## src/rtl/case_distributor_if.sv

```systemverilog
// Handshake and payload bundle for case_distributor: one upstream port fanned out
// to four independently handshaked channels, plus the round-robin and count status.
interface case_distributor_if #(
    parameter int DATA_W = 4
);
    logic              in_valid;
    logic              in_ready;
    logic [1:0]        in_sel;
    logic [DATA_W-1:0] in_data;
    logic              rr_mode;
    logic [3:0]        out_valid;
    logic [3:0]        out_ready;
    logic [DATA_W-1:0] out_data0;
    logic [DATA_W-1:0] out_data1;
    logic [DATA_W-1:0] out_data2;
    logic [DATA_W-1:0] out_data3;
    logic [1:0]        rr_ptr;
    logic [7:0]        accept_cnt;

    modport slave (
        input  in_valid, in_sel, in_data, rr_mode, out_ready,
        output in_ready, out_valid, out_data0, out_data1, out_data2, out_data3,
               rr_ptr, accept_cnt
    );

    modport master (
        output in_valid, in_sel, in_data, rr_mode, out_ready,
        input  in_ready, out_valid, out_data0, out_data1, out_data2, out_data3,
               rr_ptr, accept_cnt
    );
endinterface

```

## src/rtl/case_distributor.sv

```systemverilog
// Routes each upstream beat into one of four single-entry channel slots, chosen by
// in_sel or by an internal round-robin pointer; slots drain independently.
module case_distributor #(
    parameter int DATA_W = 4
) (
    input  logic              clk,
    input  logic              rst,
    case_distributor_if.slave bus
);
    logic [3:0]        hv_q, hv_d;
    logic [DATA_W-1:0] hd_q [4];
    logic [DATA_W-1:0] hd_d [4];
    logic [1:0]        rr_ptr_q, rr_ptr_d;
    logic [7:0]        cnt_q, cnt_d;
    logic [1:0]        tgt;
    logic              in_xfer;

    always_comb begin
        tgt          = bus.rr_mode ? rr_ptr_q : bus.in_sel;
        bus.in_ready = !hv_q[tgt] || bus.out_ready[tgt];
        in_xfer      = bus.in_valid && bus.in_ready;
    end

    // A drain and a refill of the same slot in one cycle keeps it valid with new data.
    always_comb begin
        hv_d = hv_q;
        for (int unsigned i = 0; i < 4; i++) begin
            hd_d[i] = hd_q[i];
            if (hv_q[i] && bus.out_ready[i]) begin
                hv_d[i] = 1'b0;
            end
            if (in_xfer && (tgt == 2'(i))) begin
                hv_d[i] = 1'b1;
                hd_d[i] = bus.in_data;
            end
        end
        rr_ptr_d = rr_ptr_q;
        cnt_d    = cnt_q;
        if (in_xfer) begin
            if (bus.rr_mode) begin
                rr_ptr_d = rr_ptr_q + 2'd1;
            end
            if (cnt_q != 8'hFF) begin
                cnt_d = cnt_q + 8'd1;
            end
        end
    end

    always_ff @(posedge clk) begin
        if (rst) begin
            hv_q     <= '0;
            rr_ptr_q <= '0;
            cnt_q    <= '0;
            for (int unsigned i = 0; i < 4; i++) begin
                hd_q[i] <= '0;
            end
        end else begin
            hv_q     <= hv_d;
            rr_ptr_q <= rr_ptr_d;
            cnt_q    <= cnt_d;
            for (int unsigned i = 0; i < 4; i++) begin
                hd_q[i] <= hd_d[i];
            end
        end
    end

    always_comb begin
        bus.out_valid  = hv_q;
        bus.out_data0  = hd_q[0];
        bus.out_data1  = hd_q[1];
        bus.out_data2  = hd_q[2];
        bus.out_data3  = hd_q[3];
        bus.rr_ptr     = rr_ptr_q;
        bus.accept_cnt = cnt_q;
    end
endmodule
```

## src/flat_wrapper.sv

```systemverilog
// flat-port wrapper written by rule: the top's interface ports become plain ports
module case_distributor_flat 
#(
    parameter int DATA_W = 4
)
  (clk, rst, bus_in_valid, bus_in_sel, bus_in_data, bus_rr_mode, bus_out_ready, bus_in_ready, bus_out_valid, bus_out_data0, bus_out_data1, bus_out_data2, bus_out_data3, bus_rr_ptr, bus_accept_cnt);
  case_distributor_if #(.DATA_W(DATA_W)) bus_i ();
  input  logic clk;
  input  logic rst;
  input wire logic [$bits(bus_i.in_valid)-1:0] bus_in_valid;
  input wire logic [$bits(bus_i.in_sel)-1:0] bus_in_sel;
  input wire logic [$bits(bus_i.in_data)-1:0] bus_in_data;
  input wire logic [$bits(bus_i.rr_mode)-1:0] bus_rr_mode;
  input wire logic [$bits(bus_i.out_ready)-1:0] bus_out_ready;
  output wire logic [$bits(bus_i.in_ready)-1:0] bus_in_ready;
  output wire logic [$bits(bus_i.out_valid)-1:0] bus_out_valid;
  output wire logic [$bits(bus_i.out_data0)-1:0] bus_out_data0;
  output wire logic [$bits(bus_i.out_data1)-1:0] bus_out_data1;
  output wire logic [$bits(bus_i.out_data2)-1:0] bus_out_data2;
  output wire logic [$bits(bus_i.out_data3)-1:0] bus_out_data3;
  output wire logic [$bits(bus_i.rr_ptr)-1:0] bus_rr_ptr;
  output wire logic [$bits(bus_i.accept_cnt)-1:0] bus_accept_cnt;
  assign bus_i.in_valid = bus_in_valid;
  assign bus_i.in_sel = bus_in_sel;
  assign bus_i.in_data = bus_in_data;
  assign bus_i.rr_mode = bus_rr_mode;
  assign bus_i.out_ready = bus_out_ready;
  assign bus_in_ready = bus_i.in_ready;
  assign bus_out_valid = bus_i.out_valid;
  assign bus_out_data0 = bus_i.out_data0;
  assign bus_out_data1 = bus_i.out_data1;
  assign bus_out_data2 = bus_i.out_data2;
  assign bus_out_data3 = bus_i.out_data3;
  assign bus_rr_ptr = bus_i.rr_ptr;
  assign bus_accept_cnt = bus_i.accept_cnt;
  case_distributor #(.DATA_W(DATA_W)) u_core (.clk(clk), .rst(rst), .bus(bus_i));
endmodule
```

## config.mk

```make
export PLATFORM = sky130hd
export DESIGN_NAME = case_distributor_flat
export DESIGN_NICKNAME = d
export VERILOG_FILES = /design/src/rtl/case_distributor_if.sv /design/src/rtl/case_distributor.sv /design/src/flat_wrapper.sv
export SDC_FILE = /design/constraint.sdc
export NUM_CORES = 1
export LEC_CHECK = 0
export CORE_MARGIN = 2
export CORE_UTILIZATION = 44
export DETAILED_ROUTE_END_ITERATION = 7
export PLACE_DENSITY = 0.82
export SLEW_MARGIN = 20
export SYNTH_ARGS = -nofsm -noshare
export SYNTH_HDL_FRONTEND = slang
export SYNTH_SLANG_ARGS = --single-unit
```

## constraint.sdc

```tcl
create_clock -name clk -period 2.53 [get_ports clk]
set_clock_uncertainty 0.1 [all_clocks]
set_input_delay 0.506 -clock clk [delete_from_list [all_inputs] [get_ports clk]]
set_output_delay 0.506 -clock clk [all_outputs]
set_load 0.05 [all_outputs]
```

# Word-level counts from Yosys, hierarchy flattened
# Memories as Yosys holds them, arrays and structs flattened.
# Cells that the tools add are included.
[word_totals]
register_bits = 14
mem_bits_rw = 16
input_bits = 14
wordCells = 60
mem_count = 1
[op_classes]
n_addsub = 2
magnitude_cmp = 1
n_eq_ne = 4
n_mux = 24
n_bitwise = 4
reduce_logical = 18
[memory_table]
columns = ["name", "depth", "width", "rd", "rd_ports_with_merged_regs", "wr", "line", "rtl"]
rows = [
  ["u_core.hd_q", 4, 4, 4, 0, 4, "case_distributor.sv:11", "logic [DATA_W-1:0] hd_q [4];"],
]
[op_table]
columns = ["cell", "count"]
rows = [
  ["2-to-1 mux 4 bit", 8],
  ["2-to-1 mux 1 bit", 13],
  ["logical AND 1 bit", 9],
  ["adder 8 x 1 -> 8 bit (second input constant)", 1],
  ["inequality test 8 bit (second input constant)", 1],
  ["nonzero test 2 bit", 4],
  ["binary-select mux 1 bit (select 2 bit)", 2],
  ["== test 2 bit (second input constant)", 2],
  ["OR 1 bit", 4],
  ["AND reduction 2 bit", 2],
  ["< comparator 2 x 3 -> 1 bit (second input constant)", 1],
  ["adder 2 x 1 -> 2 bit (second input constant)", 1],
  ["== test 2 x 1 -> 1 bit (second input constant)", 1],
  ["logical NOT 2 bit", 1],
  ["2-to-1 mux 2 bit", 1],
  ["logical NOT 1 bit", 1],
  ["logical OR 1 bit", 1],
]

# Longest topological paths before layout
# Gate-level depths: netlist (run 1).
[logic_depth]
word_depth = 9
depth_mapped = 6

# Worst setup path before layout (run 1)
# No wires, ideal clock.
[synth_timing]
path_kind = "reg2out"
startpoint = "register u_core.rr_ptr_q[1] (netlist: u_core.bus.rr_ptr[1])"
endpoint = "output port bus_in_ready"
arrival_time_ns = 1.989
t_required_ns = 1.924
path_slack_ns = -0.065
stages_incl_launch_ff = 4
cell_sequence = "dfxtp_1 -> mux2i_4 -> mux2i_1 -> mux2i_1"
[synth_between]
elab_chain_len = 5
[synth_rtl]
columns = ["item", "line", "rtl"]
rows = [
  ["start: declaration", "case_distributor.sv:13", "logic [1:0] rr_ptr_q, rr_ptr_d;"],
  ["start signal: assignment", "case_distributor.sv:59", "rr_ptr_q <= rr_ptr_d;"],
  ["2-to-1 mux 2 bit *", "case_distributor.sv:19", "tgt = bus.rr_mode ? rr_ptr_q : bus.in_sel;"],
  ["binary-select mux 1 bit (select 2 bit)", "case_distributor.sv:20", "bus.in_ready = !hv_q[tgt] || bus.out_ready[tgt];"],
  ["2-to-1 mux 1 bit (not written as such)", "case_distributor.sv:20", ""],
  ["logical NOT 1 bit", "case_distributor.sv:20", ""],
  ["logical OR 1 bit *", "case_distributor.sv:20", ""],
  ["end: declaration", "flat_wrapper.sv:15", "output wire logic [$bits(bus_i.in_ready)-1:0] bus_in_ready;"],
]
# Every way passes the cells marked *; elsewhere a longest branch is shown, timed or not. The select of a mux whose other input is x is not followed.

# Worst setup path in the final report (run 1)
[layout_timing]
startpoint = "input port bus_in_sel[1]"
endpoint = "output port bus_in_ready"
[layout_between]
elab_chain_len = 5
[layout_rtl]
columns = ["item", "line", "rtl"]
rows = [
  ["start: declaration", "flat_wrapper.sv:11", "input wire logic [$bits(bus_i.in_sel)-1:0] bus_in_sel;"],
  ["2-to-1 mux 2 bit *", "case_distributor.sv:19", ""],
  ["binary-select mux 1 bit (select 2 bit)", "case_distributor.sv:20", ""],
  ["2-to-1 mux 1 bit (not written as such)", "case_distributor.sv:20", ""],
  ["logical NOT 1 bit", "case_distributor.sv:20", ""],
  ["logical OR 1 bit *", "case_distributor.sv:20", ""],
]
# Marked as above.

==> impl_results.md, run 1 <==
* Wire length per cell at 14.8 um
* Status: completed
* Warnings from Yosys at 0
* Vias in the first global route at 1206
* CTS tree: built
* Detailed placement HPWL at 2.41 mm
* Fin. Hold Viols at 0
* Post-Syn Nets at ~150
* Arrival @ worst endpoint at ~1.8 ns
* Most common cell after layout, fill and taps aside: clkdlybuf4s50_1
* Combinational power share at about 23%
* Slew of the pin with the lowest slew margin at slightly above 0.5 ns
* Slew HR at 66.2%
* Max_cap viols at 0
* Port Buffers at 44
* P_int at 0.000726 W
* WP data required at 1.92 ns
* VDD IR max at between 0.6 and 0.7 mV
* Cell Rows at 19
* Remaining Overflow, GRT at 0
* Post-route cell area at 1900 um^2
* Setup crit end kind: primary output
* RSZ-0062 raised after global routing: no
* Reg2reg start: u_core.bus.rr_ptr[1]$_SDFFE_PP0P_
* CTS clk-pin slew, worst paths at 0.09 ns
* Min-delay worst type: reg2reg
* Core Region at 2730 um^2
* Min-delay src: u_core.hd_q[0][0]$_SDFFE_PP0P_
* Setup violations, final at 0
* Post-Syn Area at 1270 um^2
* Sw frac at 30.2%
* Crit-path max FO at 3
* Fillers at 230
* # diodes at 0
* CP Class: in2out
* Die area at 3320 um^2
* Inserted Clock Buffers at 5
* IO Pins at 45
* Global-route wire length before repair at between 5 and 6 mm
* Leading cell types in the layout, fill and taps excluded: 42 x clkdlybuf4s50_1, 30 x dfxtp_1, 20 x nor2_1
* NetSw at 0.000313 W
* Total GRT Usage at 21.7%
* Vias/cell at roughly 5.3
* Reg power frac at between 40% and 50%
* R2R Setup Slk at 0.47 ns
* Hold EP: u_core.hd_q[0][0]$_SDFFE_PP0P_
* Distinct cells, synth at 28
* Fin crit period at 2.38 ns
* Clock Latency Late Sink at 0.32 ns
* Clock sinks at 30
* Leakage at 0.781 nW
* Post-route worst setup slack at 0.148 ns
* Antenna Nets Post-Route at 0
* Reg2reg end: u_core.bus.accept_cnt[2]$_SDFFE_PP0P_
* Drt first pass iters at 4
* Reg2Reg Depth at 7
* Ratio of cells with drive above 1 in the final layout at roughly 15%
* Pwr Density at about 550 nW/um^2
* Final wirelength at 3.31 mm
* Drc violations at 0
* Area grow syn2layout at 50.1%
* Clk pwr share at between 20 and 30%
* Max-slew violation count at 0
* Startpoint Class: input pin
* Hold_buf cts at 0
* Syn Inst Count at 134
* Die width at 57.6 um
* Starting Density at 46.3%
* Tcrit/Tclk final at 94.1%
* DP Area at 1820 um^2
* Initial drt markers at 46
* Clock root cell: clkbuf_4
* Fmax at 0.420 GHz
* Clock buffer depth at 2
* Synth Register Bits at 30
* Post-synthesis sequential area ratio at 47.4%
* Pin count of the biggest net entering global routing at 31
* Fin nets at 207
* Post-Syn Area per Cell at 9.45 um^2
* Initial antenna violation count at 0
* Die Span Y at a little under 60 um
* Worst Hold Depth at 2
* Total number of vias at 1196
* Pre-CTS setup slack at -0.252 ns
* Clock H-tree levels at 2
* Placer congestion estimate at 0.803
-- area by class of cell --
type / count / area [um^2] / share of cell area [%]
Timing Repair Buffer: 56 / 539 / 28.4
Multi-Input combinational cell: 96 / 651 / 34.2
Tap cell: 31 / 38.8 / 2.04
Clock inverter: 1 / 5.00 / 0.263
Inverter: 3 / 11.3 / 0.592
Sequential cell: 30 / 601 / 31.6
Clock buffer: 7 / 55.1 / 2.90
-- worst max-delay path, cell delays in order --
cell             delay [ns]
clkdlybuf4s50_1        0.45
mux2i_4                0.23
mux2i_2                0.29
mux2i_2                0.14
buf_12                 0.17
-- stage by stage --
step	setup TNS (ns)	util (%)	hold WS, ns	total power, W	instances
2_1_floorplan	0	-	0.550	0.000652	134
3_3_place_gp	-0.785	66.7	0.377	0.000742	215
3_5_place_dp	-1.54	66.7	0.388	0.000750	215
4_1_cts	0	69.5	0.412	0.00105	224
5_1_grt	0	69.5	0.440	0.00109	224
6_report	0	69.5	0.404	0.00104	224
-- registers in the layout, indices dropped and copies added (netlist names) --
register / cells
u_core.bus.accept_cnt: 8
u_core.bus.out_valid: 4
u_core.bus.rr_ptr: 2
u_core.hd_q: 16
-- power groups by stage --
stage / logic [W] / registers [W] / clock network, W
3_5_place_dp: 0.000234 / 0.000516 / 0
3_3_place_gp: 0.000227 / 0.000515 / 0
6_report: 0.000238 / 0.000505 / 0.000296
4_1_cts: 0.000237 / 0.000506 / 0.000305
2_1_floorplan: 0.0000709 / 0.000581 / 0
5_1_grt: 0.000250 / 0.000509 / 0.000331
-- routing by layer --
layer,wire (um),global-route usage (%),vias to the layer above
li1,-,-,589
met1,1410,25.2,580
met2,1720,37.5,25
met3,146,6.47,2
met4,32,8.64,0
met5,0,0,-
-- Yosys cell counts --
| library cell | n | area (um^2) |
|---|---|---|
| and2_1 | 2 | 12.5 |
| mux2i_4 | 1 | 22.5 |
| dfxtp_1 | 30 | 601 |
| nand4_1 | 2 | 12.5 |
| o32a_1 | 1 | 10.0 |
| clkbuf_1 | 5 | 18.8 |
| a21oi_1 | 12 | 60.1 |
| mux2i_1 | 20 | 200 |
| nor2b_1 | 1 | 6.26 |
| a311oi_1 | 1 | 8.76 |
| o32ai_1 | 1 | 8.76 |
| nand2b_1 | 5 | 31.3 |
| mux2_2 | 1 | 11.3 |
| nand4b_1 | 2 | 17.5 |
| or3b_2 | 1 | 8.76 |
| ha_1 | 1 | 12.5 |
| nor2_1 | 20 | 75.1 |
| nand3_1 | 4 | 20.0 |
| nand2_1 | 6 | 22.5 |
| a21o_1 | 1 | 7.51 |
| nor3_1 | 2 | 10.0 |
| xnor2_1 | 1 | 8.76 |
| or3_1 | 4 | 25.0 |
| nor4_1 | 1 | 6.26 |
| o21ba_2 | 1 | 10.0 |
| inv_1 | 3 | 11.3 |
| o211ai_1 | 1 | 7.51 |
| o21ai_0 | 4 | 20.0 |
-- repair_timing --
item	CTS	global route
gates resized for setup	4	0
buffers inserted	1	0
endpoints found under the setup margin	1	0
-- worst max-delay path by stage --
stage                                 startpoint                                     to  depth (start not counted)
2_1_floorplan  u_core.bus.rr_ptr[1]$_SDFFE_PP0P_                           bus_in_ready                          3
3_3_place_gp                         bus_rr_mode  u_core.bus.accept_cnt[5]$_SDFFE_PP0P_                          6
3_5_place_dp                         bus_rr_mode  u_core.bus.accept_cnt[5]$_SDFFE_PP0P_                          6
4_1_cts                            bus_in_sel[1]                           bus_in_ready                          5
5_1_grt                            bus_in_sel[1]                           bus_in_ready                          5
6_report                           bus_in_sel[1]                           bus_in_ready                          5
-- kinds of logic (layout without fill, tap and decap cells) --
logic type               count (synthesis)  in the layout  synth area share [%]
AO/OA/AOI/OAI                           22             22                  10.5
XOR/XNOR                                 1              1                 0.692
adder cells (fa/ha/maj)                  1              1                 0.988
buffers and inverters                    8             67                  2.37
flip-flops                              30             30                  47.4
multiplexers                            22             22                  18.5
AND/OR/NAND/NOR                         50             50                  19.6
(Power assumes the default switching activity.)
==> run 2: changes to the inputs <==
clock period = 2.49 ns   (was 2.53 ns; I/O delays follow)
==> run 2 against run 1 <==
  * First-iteration DRC count unchanged
  * Global-route usage rose by 0.58 points
  * Routed wire length is 3.3% higher
==> impl_results.md, run 2 (synthesized netlist as in run 1, its figures left out) <==
* Biggest register: u_core.hd_q (unchanged)
* Fmax at 0.419 GHz
* Min-delay worst type: reg2reg (unchanged)
* Die width at 57.6 um (unchanged)
* Setup violations, final at 0 (unchanged)
* Pin count of the biggest net entering global routing at 31 (unchanged)
* Pre-CTS setup slack at -0.339 ns (was -0.252 ns)
* Max reg flops at 16 (unchanged)
* CTS clk-pin slew, worst paths at 0.09 ns (about the same)
* CTS tree: built (unchanged)
* Wire length per cell at 15.1 um (was 14.8 um)
* Crit-path max FO at 3 (unchanged)
* Combinational power share at 21.8% (was 22.9%)
* Cell Rows at 19 (unchanged)
* Post-route worst setup slack at 0.104 ns (was 0.148 ns)
* Setup crit end kind: primary output (unchanged)
* Setup TNS at 0 ns (unchanged)
* Status: completed (unchanged)
* P_int at 0.000796 W (was 0.000726 W)
* Worst path bufs/invs at 2 (unchanged)
* Sw frac at 29.0% (was 30.2%)
* Clock buffer depth at 2 (unchanged)
* Most Frequent Cell on Critical Path: mux2i_2 (unchanged)
* Fin nets at 209 (was 207)
* Slowest-stage cell, CP: clkdlybuf4s50_1 (unchanged)
* Pwr Density at 579 nW/um^2 (was 547 nW/um^2)
* Most common cell after layout, fill and taps aside: clkdlybuf4s50_1 (unchanged)
* Fin. Hold Viols at 0 (unchanged)
* Starting Density at 46.3% (unchanged)
* Initial antenna violation count at 0 (unchanged)
* Ratio of cells with drive above 1 in the final layout at 15.9% (was 14.5%)
* Die area at 3320 um^2 (unchanged)
* Cell family contributing the most delay on the critical path: multiplexers (unchanged)
* Die Span Y at 57.6 um (unchanged)
* # diodes at 0 (unchanged)
* WP data required at 1.89 ns (was 1.92 ns)
* Hold_buf cts at 0 (unchanged)
* Placer congestion estimate at 0.769 (was 0.803)
* CP Class: in2out (unchanged)
* Vias/cell at 5.39 (was 5.34)
* Vias in the first global route at 1247 (was 1206)
* NetSw at 0.000324 W (was 0.000313 W)
* Clk pwr share at 32.4% (was 28.5%)
* Total GRT Usage at 22.3% (was 21.7%)
* RSZ-0062 raised after global routing: no (unchanged)
* Leakage at 0.799 nW (was 0.781 nW)
* Clock Latency Late Sink at 0.33 ns (was 0.32 ns)
* Max-slew violation count at 0 (unchanged)
* Clock root cell: clkbuf_4 (unchanged)
* Final wirelength at 3.42 mm (was 3.31 mm)
* VDD IR max at 0.467 mV (was 0.600 mV)
* Inserted Clock Buffers at 5 (unchanged)
* Antenna Nets Post-Route at 0 (unchanged)
* Area grow syn2layout at 52.8% (was 50.1%)
* Drt first pass iters at 4 (unchanged)
* Fin crit period at 2.39 ns
* Global-route wire length before repair at 5.53 mm (was 5.44 mm)
* Slew of the pin with the lowest slew margin at 0.526 ns (was 0.505 ns)
* Detailed placement HPWL at 2.50 mm (was 2.41 mm)
* Max_cap viols at 0 (unchanged)
* Hold WS at 0.402 ns (was 0.404 ns)
* DP Area at 1840 um^2 (was 1820 um^2)
* Core Region at 2730 um^2 (unchanged)
* Port Buffers at 44 (unchanged)
* Clock H-tree levels at 2 (unchanged)
* Leading cell types in the layout, fill and taps excluded: 42 x clkdlybuf4s50_1, 30 x dfxtp_1, 20 x nor2_1 (unchanged)
* Initial drt markers at 46 (unchanged)
* Drc violations at 0 (unchanged)
* Reg power frac at 45.8% (was 48.6%)
* Total number of vias at 1218 (was 1196)
* IO Pins at 45 (unchanged)
* Crit path cell chain: clkdlybuf4s50_1, mux2i_4, mux2i_2, mux2i_2, buf_12 (unchanged)
* Post-route cell area at 1930 um^2 (was 1900 um^2)
* Remaining Overflow, GRT at 0 (unchanged)
* Tcrit/Tclk final at 95.8%
* Slew HR at 64.8% (was 66.2%)
* Arrival @ worst endpoint at 1.79 ns (was 1.78 ns)
* Startpoint Class: input pin (unchanged)
* Clock sinks at 30 (unchanged)
* Worst stage delay on the critical path at 0.44 ns (was 0.45 ns)
## run 2: per-layer routing
layer	routed length (um)	global-route usage (%)
met1	1340	24.5
met4	129	14.3
met3	190	6.47
met2	1750	37.5
met5	0	0
## run 2: power by group through the flow
| stage | combinational (W) | sequential, W | clock [W] |
|---|---|---|---|
| 3_3_place_gp | 0.000233 | 0.000524 | 0 |
| 3_5_place_dp | 0.000240 | 0.000525 | 0 |
| 4_1_cts | 0.000244 | 0.000514 | 0.000368 |
| 2_1_floorplan | 0.0000721 | 0.000590 | 0 |
| 6_report | 0.000244 | 0.000513 | 0.000363 |
| 5_1_grt | 0.000257 | 0.000517 | 0.000389 |
## run 2: per-stage QoR
stage               cells  util [%]  total power [W]
detailed placement    217      67.2         0.000764
global placement      217      67.2         0.000756
CTS                   226      70.8          0.00113
finish                226      70.8          0.00112
floorplan             134         -         0.000662
global route          226      70.8          0.00116
## run 2: worst min-delay path, delay by kind of cell, from the launching register on
family	cells	cell delay, ns
flops	1	0.33
mux	1	0.07
simple gates	1	0.07
## run 2: path summary, 6_finish.rpt
kind | start | end | slack, ns | cells after the start
min reg2reg | u_core.hd_q[0][0]$_SDFFE_PP0P_ | u_core.hd_q[0][0]$_SDFFE_PP0P_ | 0.40 | 2
max reg2reg | u_core.bus.rr_ptr[1]$_SDFFE_PP0P_ | u_core.bus.accept_cnt[2]$_SDFFE_PP0P_ | 0.40 | 7
max | bus_in_sel[1] | bus_in_ready | 0.10 | 5
min | u_core.hd_q[0][0]$_SDFFE_PP0P_ | u_core.hd_q[0][0]$_SDFFE_PP0P_ | 0.40 | 2
## run 2: repair_timing
| item | CTS | global route |
|---|---|---|
| gates resized for setup | 4 | 0 |
| setup endpoints to repair | 1 | 0 |
| buffers inserted | 1 | 0 |
## run 2: final cells by class
type,count,area [um^2]
Clock buffer,8,78.8
Inverter,3,11.3
Multi-Input combinational cell,96,651
Tap cell,31,38.8
Sequential cell,30,601
Timing Repair Buffer,58,554
Fill cell,208,800
==> run 3: changes to the inputs <==
ABC_CLOCK_PERIOD_IN_PS = 2490   (was not set)
SETUP_SLACK_MARGIN = 0.2   (was not set)
==> run 3 against run 2 <==
  * Setup slack improved by 0.13 ns
  * Worst hold slack got worse by 0.0082 ns
  * Maximum frequency increased by 5.8%
  * Via count increased by 0.49%
  * Critical path depth increased by 1
  * Critical endpoint unchanged
  * Global-route usage decreased by 0.30 points
  * Combinational power increased by 5%
  * Non-clock buffer count increased by 6
  * Flip-flop and latch count unchanged
  * Sequential power about the same
  * Critical path type unchanged
  * Largest cell class unchanged
  * Clock power increased by 41%
  * Core utilization increased by 4.3 points
==> impl_results.md, run 3 (synthesized netlist as in run 1, its figures left out) <==
* Final wirelength at 3.37 mm (was 3.42 mm)
* Cell family contributing the most delay on the critical path: buffers and inverters (was multiplexers)
* Status: completed (unchanged)
* Clock sinks at 30 (unchanged)
* Sw frac at 25.7% (was 29.0%)
* Leakage at 0.875 nW (was 0.799 nW)
* Combinational power share at 19.9% (was 21.8%)
* Slew of the pin with the lowest slew margin at 0.511 ns (was 0.526 ns)
* Drc violations at 0 (unchanged)
* Worst path bufs/invs at 3 (was 2)
* Drt first pass iters at 4 (unchanged)
* Final Util at 75.1% (was 70.8%)
* Crit path cell chain: clkdlybuf4s50_1, nand2b_4, mux2i_1, buf_4, mux2i_4, buf_12 (was clkdlybuf4s50_1, mux2i_4, mux2i_2, mux2i_2, buf_12)
* Clock buffer depth at 2 (unchanged)
* Post-route cell area at 2050 um^2 (was 1930 um^2)
* Fmax at 0.443 GHz (was 0.419 GHz)
* Initial drt markers at 40 (was 46)
* Most common cell after layout, fill and taps aside: clkdlybuf4s50_1 (unchanged)
* Antenna Nets Post-Route at 0 (unchanged)
* Starting Density at 46.3% (unchanged)
* Crit-path max FO at 3 (unchanged)
* RSZ-0062 raised after global routing: yes (was no)
* Total number of vias at 1224 (was 1218)
* Ratio of cells with drive above 1 in the final layout at 19.9% (was 15.9%)
* Initial antenna violation count at 0 (unchanged)
* Clock H-tree levels at 2 (unchanged)
* DP Area at 1880 um^2 (was 1840 um^2)
* Remaining Overflow, GRT at 0 (unchanged)
* Max_cap viols at 0 (unchanged)
* Detailed placement HPWL at 2.53 mm (was 2.50 mm)
* WP data required at 1.89 ns (about the same)
* Inserted Clock Buffers at 5 (unchanged)
* Vias/cell at 5.28 (was 5.39)
* CTS clk-pin slew, worst paths at 0.10 ns (was 0.09 ns)
* Core Region at 2730 um^2 (unchanged)
* VDD IR max at 0.889 mV (was 0.467 mV)
* Global-route wire length before repair at 5.54 mm (was 5.53 mm)
* Startpoint Class: input pin (unchanged)
* Max reg flops at 16 (unchanged)
* Clk pwr share at 39.9% (was 32.4%)
* # diodes at 0 (unchanged)
* Die width at 57.6 um (unchanged)
* Slowest-stage cell, CP: clkdlybuf4s50_1 (unchanged)
* Slew HR at 65.8% (was 64.8%)
* Fin. Hold Viols at 0 (unchanged)
* Leading cell types in the layout, fill and taps excluded: 39 x clkdlybuf4s50_1, 30 x dfxtp_1, 20 x nor2_1, 20 x buf_4, 17 x mux2i_1 (was 42 x clkdlybuf4s50_1, 30 x dfxtp_1, 20 x nor2_1)
* NetSw at 0.000330 W (was 0.000324 W)
* CP Class: in2out (unchanged)
* Clock Latency Late Sink at 0.33 ns (about the same)
* IO Pins at 45 (unchanged)
* Max-slew violation count at 0 (unchanged)
* Die Span Y at 57.6 um (unchanged)
* Port Buffers at 44 (unchanged)
* Tcrit/Tclk final at 90.6% (was 95.8%)
* Arrival @ worst endpoint at 1.66 ns (was 1.79 ns)
* Number of instances in the placed design at 222 (was 217)
* Setup violations, final at 0 (unchanged)
* Final std cells w/o fill at 232 (was 226)
* Pwr Density at 624 nW/um^2 (was 579 nW/um^2)
* Fin nets at 215 (was 209)
* Setup TNS at 0 ns (unchanged)
* Fin crit period at 2.26 ns (was 2.39 ns)
* Clock root cell: clkbuf_4 (unchanged)
* Cell Rows at 19 (unchanged)
* Min-delay worst type: in2reg (was reg2reg)
* Setup crit end kind: primary output (unchanged)
* Biggest register: u_core.hd_q (unchanged)
* Worst stage delay on the critical path at 0.47 ns (was 0.44 ns)
* Reg power frac at 40.2% (was 45.8%)
* P_int at 0.000952 W (was 0.000796 W)
* Pin count of the biggest net entering global routing at 13 (was 31)
* Placer congestion estimate at 0.825 (was 0.769)
* Area grow syn2layout at 62.2% (was 52.8%)
* Vias in the first global route at 1268 (was 1247)
* CTS tree: built (unchanged)
* Wire length per cell at 14.5 um (was 15.1 um)
* Total GRT Usage at 22.0% (was 22.3%)
* Die area at 3320 um^2 (unchanged)
-- run 3: cell count changes in the layout (fill, tap and decap cells not counted), sizes merged --
cell,before,now
clkbuf,8,6
bufinv,0,2
dlymetal6s2s,0,2
buf,15,22
clkdlybuf4s50,42,39
-- run 3: timing repair --
item | 4_1_cts | 5_1_grt
buffers inserted | 1 | 1
endpoints found under the setup margin | 13 | 2
cloned | 0 | 0
hold buffers | 0 | 0
pin swaps | 0 | 1
gates resized for setup | 11 | 3
endpoints found under the hold margin | 0 | 0
-- run 3: power groups by stage --
stage / logic, W / registers, W / clock network, W
floorplan: 0.0000739 / 0.000590 / 0
global placement: 0.000240 / 0.000524 / 0
detailed placement: 0.000246 / 0.000525 / 0
CTS: 0.000254 / 0.000515 / 0.000522
global route: 0.000268 / 0.000518 / 0.000539
finish: 0.000255 / 0.000515 / 0.000512
-- run 3: final timing paths --
path | startpoint | end | slack, ns | depth (start not counted)
worst max-delay path | bus_out_ready[2] | bus_in_ready | 0.23 | 6
worst min-delay path | bus_out_ready[0] | u_core.bus.out_valid[0]$_SDFFE_PP0P_ | 0.39 | 3
worst min register to register | u_core.bus.accept_cnt[1]$_SDFFE_PP0P_ | u_core.bus.accept_cnt[1]$_SDFFE_PP0P_ | 0.40 | 2
worst max register to register | u_core.bus.rr_ptr[1]$_SDFFE_PP0P_ | u_core.bus.accept_cnt[2]$_SDFFE_PP0P_ | 0.39 | 7
-- run 3: final cells by class --
class | instances | area, um^2
Fill cell | 172 | 681
Tap cell | 31 | 38.8
Multi-Input combinational cell | 96 | 692
Sequential cell | 30 | 601
Timing Repair Buffer | 64 | 599
Clock inverter | 2 | 60.1
Clock buffer | 6 | 51.3
Inverter | 3 | 11.3
-- run 3: through the flow --
stage	hold slack [ns]	setup slack (ns)	power, W
detailed placement	0.382	-0.344	0.000771
global placement	0.380	-0.210	0.000764
floorplan	0.542	0.180	0.000664
finish	0.394	0.234	0.00128
global route	0.401	0.184	0.00132
CTS	0.398	0.216	0.00129
-- run 3: worst reg2reg max path: cells and delay by family, from the launching register on --
kind,cells,cell delay (ns)
and+or+nand+nor,1,0.33
buffers and inverters,2,0.32
AOI/OAI and AO/OA,2,0.55
DFF,1,0.43
muxes,2,0.30
-- run 3: layer usage --
metal | up-vias | share of wire, % | GRT usage [%]
li1 | 605 | - | -
met1 | 574 | 41 | 24.6
met2 | 36 | 52 | 38.0
met3 | 9 | 5.1 | 7.14
met4 | 0 | 2.4 | 9.97
met5 | - | 0 | 0
